### config.mk
export PLATFORM = sky130hd
export DESIGN_NAME = nano6502_sim_driver
export DESIGN_NICKNAME = d
export VERILOG_FILES = /design/src/rtl/nano6502_sim_driver.sv
export SDC_FILE = /design/constraint.sdc
export NUM_CORES = 1
export LEC_CHECK = 0
export CORE_ASPECT_RATIO = 1.4
export CORE_MARGIN = 10
export CORE_UTILIZATION = 35
export DETAILED_ROUTE_END_ITERATION = 8
export GPL_TIMING_DRIVEN = 1
export PLACE_DENSITY = 0.58
export SETUP_SLACK_MARGIN = 0.5
export SLEW_MARGIN = 20
export SYNTH_ARGS = -nofsm -noshare
export SYNTH_HDL_FRONTEND = slang
export SYNTH_SLANG_ARGS = --single-unit
### constraint.sdc
create_clock -name clk_i -period 4.25 [get_ports clk_i]
set_input_delay 0.6375 -clock clk_i [delete_from_list [all_inputs] [get_ports clk_i]]
set_output_delay 0.6375 -clock clk_i [all_outputs]
set_load 0.005 [all_outputs]
### src/rtl/nano6502_sim_driver.sv
// Stimulus/run-control for the nano6502 sim top: byte FIFO feeding a UART
// transmitter, plus a saturating cycle watchdog with a sticky timeout flag.
`timescale 1ns/1ps
module nano6502_sim_driver #(
    parameter int CLKS_PER_BIT = 16,
    parameter int DATA_BITS    = 8,
    parameter int STOP_BITS    = 1,
    parameter int FIFO_DEPTH   = 16,
    parameter int MAX_CYCLES   = 1000000,
    parameter int CYC_W        = 32
) (
    input  logic                          clk_i,
    input  logic                          rst_i,
    input  logic                          tx_en_i,
    input  logic                          wr_valid_i,
    input  logic [7:0]                    wr_data_i,
    output logic                          wr_ready_o,
    output logic                          uart_tx_o,
    output logic                          busy_o,
    output logic [$clog2(FIFO_DEPTH):0]   fifo_count_o,
    output logic [CYC_W-1:0]              cycle_count_o,
    output logic                          timeout_o
);
    localparam int PTR_W     = $clog2(FIFO_DEPTH);
    localparam int CNT_W     = PTR_W + 1;
    localparam int STOP_CLKS = STOP_BITS * CLKS_PER_BIT;
    localparam int BAUD_W    = $clog2(STOP_CLKS + 1);
    localparam int BIT_W     = $clog2(DATA_BITS);

    typedef enum logic [1:0] {IDLE, START, DATA, STOP} state_t;

    logic [DATA_BITS-1:0] r_mem [FIFO_DEPTH];
    logic [PTR_W-1:0]     r_wr_ptr, r_rd_ptr;
    logic [CNT_W-1:0]     r_count;
    logic                 r_wr_ready;
    state_t               r_state;
    logic [BAUD_W-1:0]    r_baud;
    logic [BIT_W-1:0]     r_bit_cnt;
    logic [DATA_BITS-1:0] r_shift;
    logic                 r_tx;
    logic                 r_busy;
    logic [CYC_W-1:0]     r_cyc;
    logic                 r_timeout;

    logic                 w_push, w_pop, w_stop_done, w_busy_next;
    logic [CNT_W-1:0]     w_count_next;

    assign w_push      = wr_valid_i && r_wr_ready;
    assign w_pop       = (r_state == IDLE) && tx_en_i && (r_count != '0);
    assign w_stop_done = (r_state == STOP) && (r_baud == BAUD_W'(STOP_CLKS - 1));

    always_comb begin
        w_count_next = r_count;
        if (w_push && !w_pop)
            w_count_next = r_count + 1'b1;
        else if (!w_push && w_pop)
            w_count_next = r_count - 1'b1;
    end

    // busy reflects the state/count that this edge will establish
    assign w_busy_next = w_pop || ((r_state != IDLE) && !w_stop_done) || (w_count_next != '0);

    always_ff @(posedge clk_i) begin
        if (w_push)
            r_mem[r_wr_ptr] <= wr_data_i[DATA_BITS-1:0];
    end

    always_ff @(posedge clk_i or negedge rst_i) begin
        if (!rst_i) begin
            r_wr_ptr   <= '0;
            r_rd_ptr   <= '0;
            r_count    <= '0;
            r_wr_ready <= 1'b0;
        end else begin
            if (w_push)
                r_wr_ptr <= r_wr_ptr + 1'b1;
            if (w_pop)
                r_rd_ptr <= r_rd_ptr + 1'b1;
            r_count    <= w_count_next;
            r_wr_ready <= (w_count_next != CNT_W'(FIFO_DEPTH));
        end
    end

    // Line is registered from the current state, so it trails the FSM by one cycle
    always_ff @(posedge clk_i or negedge rst_i) begin
        if (!rst_i) begin
            r_state   <= IDLE;
            r_baud    <= '0;
            r_bit_cnt <= '0;
            r_shift   <= '0;
            r_tx      <= 1'b1;
            r_busy    <= 1'b0;
        end else begin
            r_busy <= w_busy_next;
            unique case (r_state)
                IDLE: begin
                    r_tx <= 1'b1;
                    if (w_pop) begin
                        r_shift <= r_mem[r_rd_ptr];
                        r_baud  <= '0;
                        r_state <= START;
                    end
                end
                START: begin
                    r_tx <= 1'b0;
                    if (r_baud == BAUD_W'(CLKS_PER_BIT - 1)) begin
                        r_baud    <= '0;
                        r_bit_cnt <= '0;
                        r_state   <= DATA;
                    end else begin
                        r_baud <= r_baud + 1'b1;
                    end
                end
                DATA: begin
                    r_tx <= r_shift[0];
                    if (r_baud == BAUD_W'(CLKS_PER_BIT - 1)) begin
                        r_baud  <= '0;
                        r_shift <= r_shift >> 1;
                        if (r_bit_cnt == BIT_W'(DATA_BITS - 1))
                            r_state <= STOP;
                        else
                            r_bit_cnt <= r_bit_cnt + 1'b1;
                    end else begin
                        r_baud <= r_baud + 1'b1;
                    end
                end
                STOP: begin
                    r_tx <= 1'b1;
                    if (w_stop_done) begin
                        r_baud  <= '0;
                        r_state <= IDLE;
                    end else begin
                        r_baud <= r_baud + 1'b1;
                    end
                end
                default: r_state <= IDLE;
            endcase
        end
    end

    always_ff @(posedge clk_i or negedge rst_i) begin
        if (!rst_i) begin
            r_cyc     <= '0;
            r_timeout <= 1'b0;
        end else if (r_cyc != CYC_W'(MAX_CYCLES)) begin
            r_cyc <= r_cyc + 1'b1;
            if (r_cyc == CYC_W'(MAX_CYCLES - 1))
                r_timeout <= 1'b1;
        end
    end

    assign wr_ready_o    = r_wr_ready;
    assign uart_tx_o     = r_tx;
    assign busy_o        = r_busy;
    assign fifo_count_o  = r_count;
    assign cycle_count_o = r_cyc;
    assign timeout_o     = r_timeout;
endmodule

==> impl_metrics.csv <==
group,metric,value,unit
status,outcome,"finished clean",
power,power,0.00361,W
grt,antenna_found_initial,0,
finish,antenna_cells,0,
drt,wl,18.1,mm
clock_tree,clock_latency,0.42,ns
setup_path,worstPathCellList,"inv_1 > ha_1 > nor4b_1 > nor2_1 > o21ai_4 > a211oi_1 > a21oi_1",
clock_tree,clockBufferDepth,2,
timing,final-hold-violation-count,0,
drt,wl_per_cell,19.8,um
synthesis,netlist_area,8270,um2
floorplan,die_h,202,um
drt,dr_total_vias,4691,
timing,fin_crit_sh,0.609,
setup_path,worst_setup_path_end_kind,"flip-flop",
clock_tree,cts_tree,"done",
setup_path,crit_family,"simple AND/OR/NAND/NOR gates",
setup_path,path_max_fanout,16,
drt,dr.pass1.iters,4,
floorplan,fp.coreArea,23300,um2
grt,grt-ovfl-total,0,
grt,grt_max_degree,41,
grt,grt_util_all_layers,0.122,
finish,area_growth,17.1,%
min_path,hold_path.class,"in -> async",
clock_tree,clkSlewWorstSetupHoldPaths,0.07,ns
power,p_switching,0.000752,W
placement,port_buffers,52,
timing,rsz0062_at_grt,"false",
clock_tree,cts_max_level,4,
setup_path,crit_required,4.60,ns
synthesis,syn_avg_cell_area,15.5,um2
synthesis,synth_nets,564,
clock_tree,ctsHoldBuffers,0,
drt,drcViolationCount,0,
timing,fmax,386,MHz
floorplan,start_util,0.355,
floorplan,io_pins,53,
clock_tree,post-cts-setup-buffers,0,
finish,nNetsFinal,621,
placement,routabilityCongestion,0.829,
drt,final_antenna_net_count,0,
timing,min_period,2.59,ns
finish,nFillCells,2128,
power,p_clk_frac,0.427,
power,pwr-share-comb,0.012,
clock_tree,ctsResizeCount,0,
power,p_leak,3.50,nW
power,power.internal,0.00286,W
floorplan,rows,66,
clock_tree,numCtsBuffers,17,
synthesis,ys.warnings.count,0,
drt,vias_per_cell,5.15,
synthesis,ys_seq_area_frac,0.667,
synthesis,ys_types,50,
flow_run,max-cap-violations,0,
floorplan,die-area,30300,um2
setup_path,slowest_delay,0.57,ns
power,powerDensity,373,nW/um2
timing,timing.hold.ws,0.370,ns
timing,tns,0,ns
setup_path,path_depth,7,
grt,grt_first_pass_wirelength,28.5,mm
power,sequentialPowerShare,0.561,
timing,setup_viol,0,
placement,dp_hpwl,12.4,mm
setup_path,startpoint_type,"flip-flop",
synthesis,synthCells,535,
synthesis,synth.ff_latch_count,195,
synthesis,synth-main-ff-cell,"edfxtp_1",
timing,skew,0.0124,ns
floorplan,die-width,150,um
timing,relSlewSlack,0.354,
drt,drt_iter0_markers,274,
synthesis,synth_edf_count,128,
setup_path,arrival,2.93,ns
setup_path,critPathKind,"reg -> reg",
finish,drive_gt1_frac,0.129,
setup_path,timing.critical_path.buf_inv,1,
clock_tree,cts_root_buffer,"clkbuf_16",
clock_tree,cts.sinks,195,
power,irDropWorstVdd,242,uV
timing,slew_violations,0,
synthesis,async_flop_share,0.344,
setup_path,slowest_stage,"nor4b_1",
grt,grt_pass1_vias,5057,
timing,worstMarginPinSlew,0.969,ns
power,swShare,0.208,
setup_path,rr_worst_depth,7,
## cells in the mapped netlist (2+ instances only)
library cell	n	area, um2
a211oi_1	9	67.6
a21oi_1	19	95.1
a22o_1	7	61.3
a22oi_1	14	105
and2_1	16	100
and3_1	12	75.1
and4_1	6	52.6
buf_2	6	30.0
clkbuf_1	9	33.8
dfrtp_1	66	1650
edfxtp_1	128	3840
ha_1	17	213
inv_1	20	75.1
mux2_2	4	45.0
mux4_2	32	721
nand2_1	25	93.8
nand2b_1	3	18.8
nand3_1	19	95.1
nand4_1	10	62.6
nand4b_1	3	26.3
nor2_1	15	56.3
nor2b_1	6	37.5
nor3_1	7	35.0
nor3b_1	2	15.0
nor4_1	5	31.3
nor4b_1	2	17.5
o21ai_0	12	60.1
or3_1	2	12.5
xnor2_1	30	263
xor2_1	9	78.8
## flip-flops by register name, indices dropped and copies added (netlist names)
register / flops
busy_o: 1
cycle_count_o: 32
fifo_count_o: 5
r_baud: 5
r_bit_cnt: 3
r_mem: 128
r_rd_ptr: 4
r_shift: 8
r_state: 2
r_wr_ptr: 4
timeout_o: 1
uart_tx_o: 1
wr_ready_o: 1
## logic make-up after synthesis
logic type | after synthesis | share of synthesized area
fa+ha+maj | 17 | 0.0257
buf+inv | 38 | 0.0192
xor+xnor | 39 | 0.0413
simple gates | 136 | 0.0916
mux | 37 | 0.0938
compound gates | 73 | 0.0611
flops | 195 | 0.667
## final cells by class
class                           count  area (um2)  share of cell area
Tap cell                          306         383              0.0395
Clock buffer                       17         425              0.0439
Clock inverter                     15         144              0.0149
Multi-Input combinational cell    302        2590               0.268
Timing Repair Buffer               56         546              0.0563
Inverter                           20        75.1             0.00775
Sequential cell                   195        5520               0.570
## power by group through the flow
| stage | logic (W) | clock network [W] | registers [W] |
|---|---|---|---|
| global placement | 0.0000439 | 0 | 0.00207 |
| global route | 0.0000501 | 0.00167 | 0.00202 |
| finish | 0.0000443 | 0.00154 | 0.00202 |
| detailed placement | 0.0000466 | 0 | 0.00207 |
| CTS | 0.0000467 | 0.00158 | 0.00202 |
| floorplan | 0.0000000233 | 0 | 0.00207 |
## metal layers
| layer | track usage | part of all wire |
|---|---|---|
| met5 | 0 | 0 |
| met3 | 0.0338 | 0.043 |
| met1 | 0.139 | 0.40 |
| met2 | 0.214 | 0.53 |
| met4 | 0.0404 | 0.020 |
## layout by cell type, fill, tap and decap left out, types with 19 or more instances in the layout
cell,Yosys,final
a21oi_1,19,19
clkdlybuf4s50_1,0,51
dfrtp_1,66,65
edfxtp_1,128,128
inv_1,20,20
mux4_2,32,32
nand2_1,25,25
nand3_1,19,19
xnor2_1,30,30
## stage by stage
step                utilization  instance area, um2  setup slack, ns  cells
finish                    0.416                9690             1.66    911
global route              0.416                9690             1.39    911
CTS                       0.416                9690             1.68    911
detailed placement        0.392                9120             1.51    879
global placement          0.392                9120             1.56    879
floorplan                     -                8270             2.10    535
## path summary, 6_finish.rpt
| path | startpoint | end | slack (ns) |
|---|---|---|---|
| min reg2reg | timeout_o | timeout_o | 0.46 |
| min in group clk_i | timeout_o | timeout_o | 0.46 |
| max in group asynchronous | rst_i | r_rd_ptr[0] | 2.91 |
| max | fifo_count_o[0] | r_shift[6] | 1.66 |
| max reg2reg | fifo_count_o[0] | r_shift[6] | 1.66 |
| min | rst_i | cycle_count_o[29] | 0.37 |
Note: power is estimated with default switching activity, not from simulation.
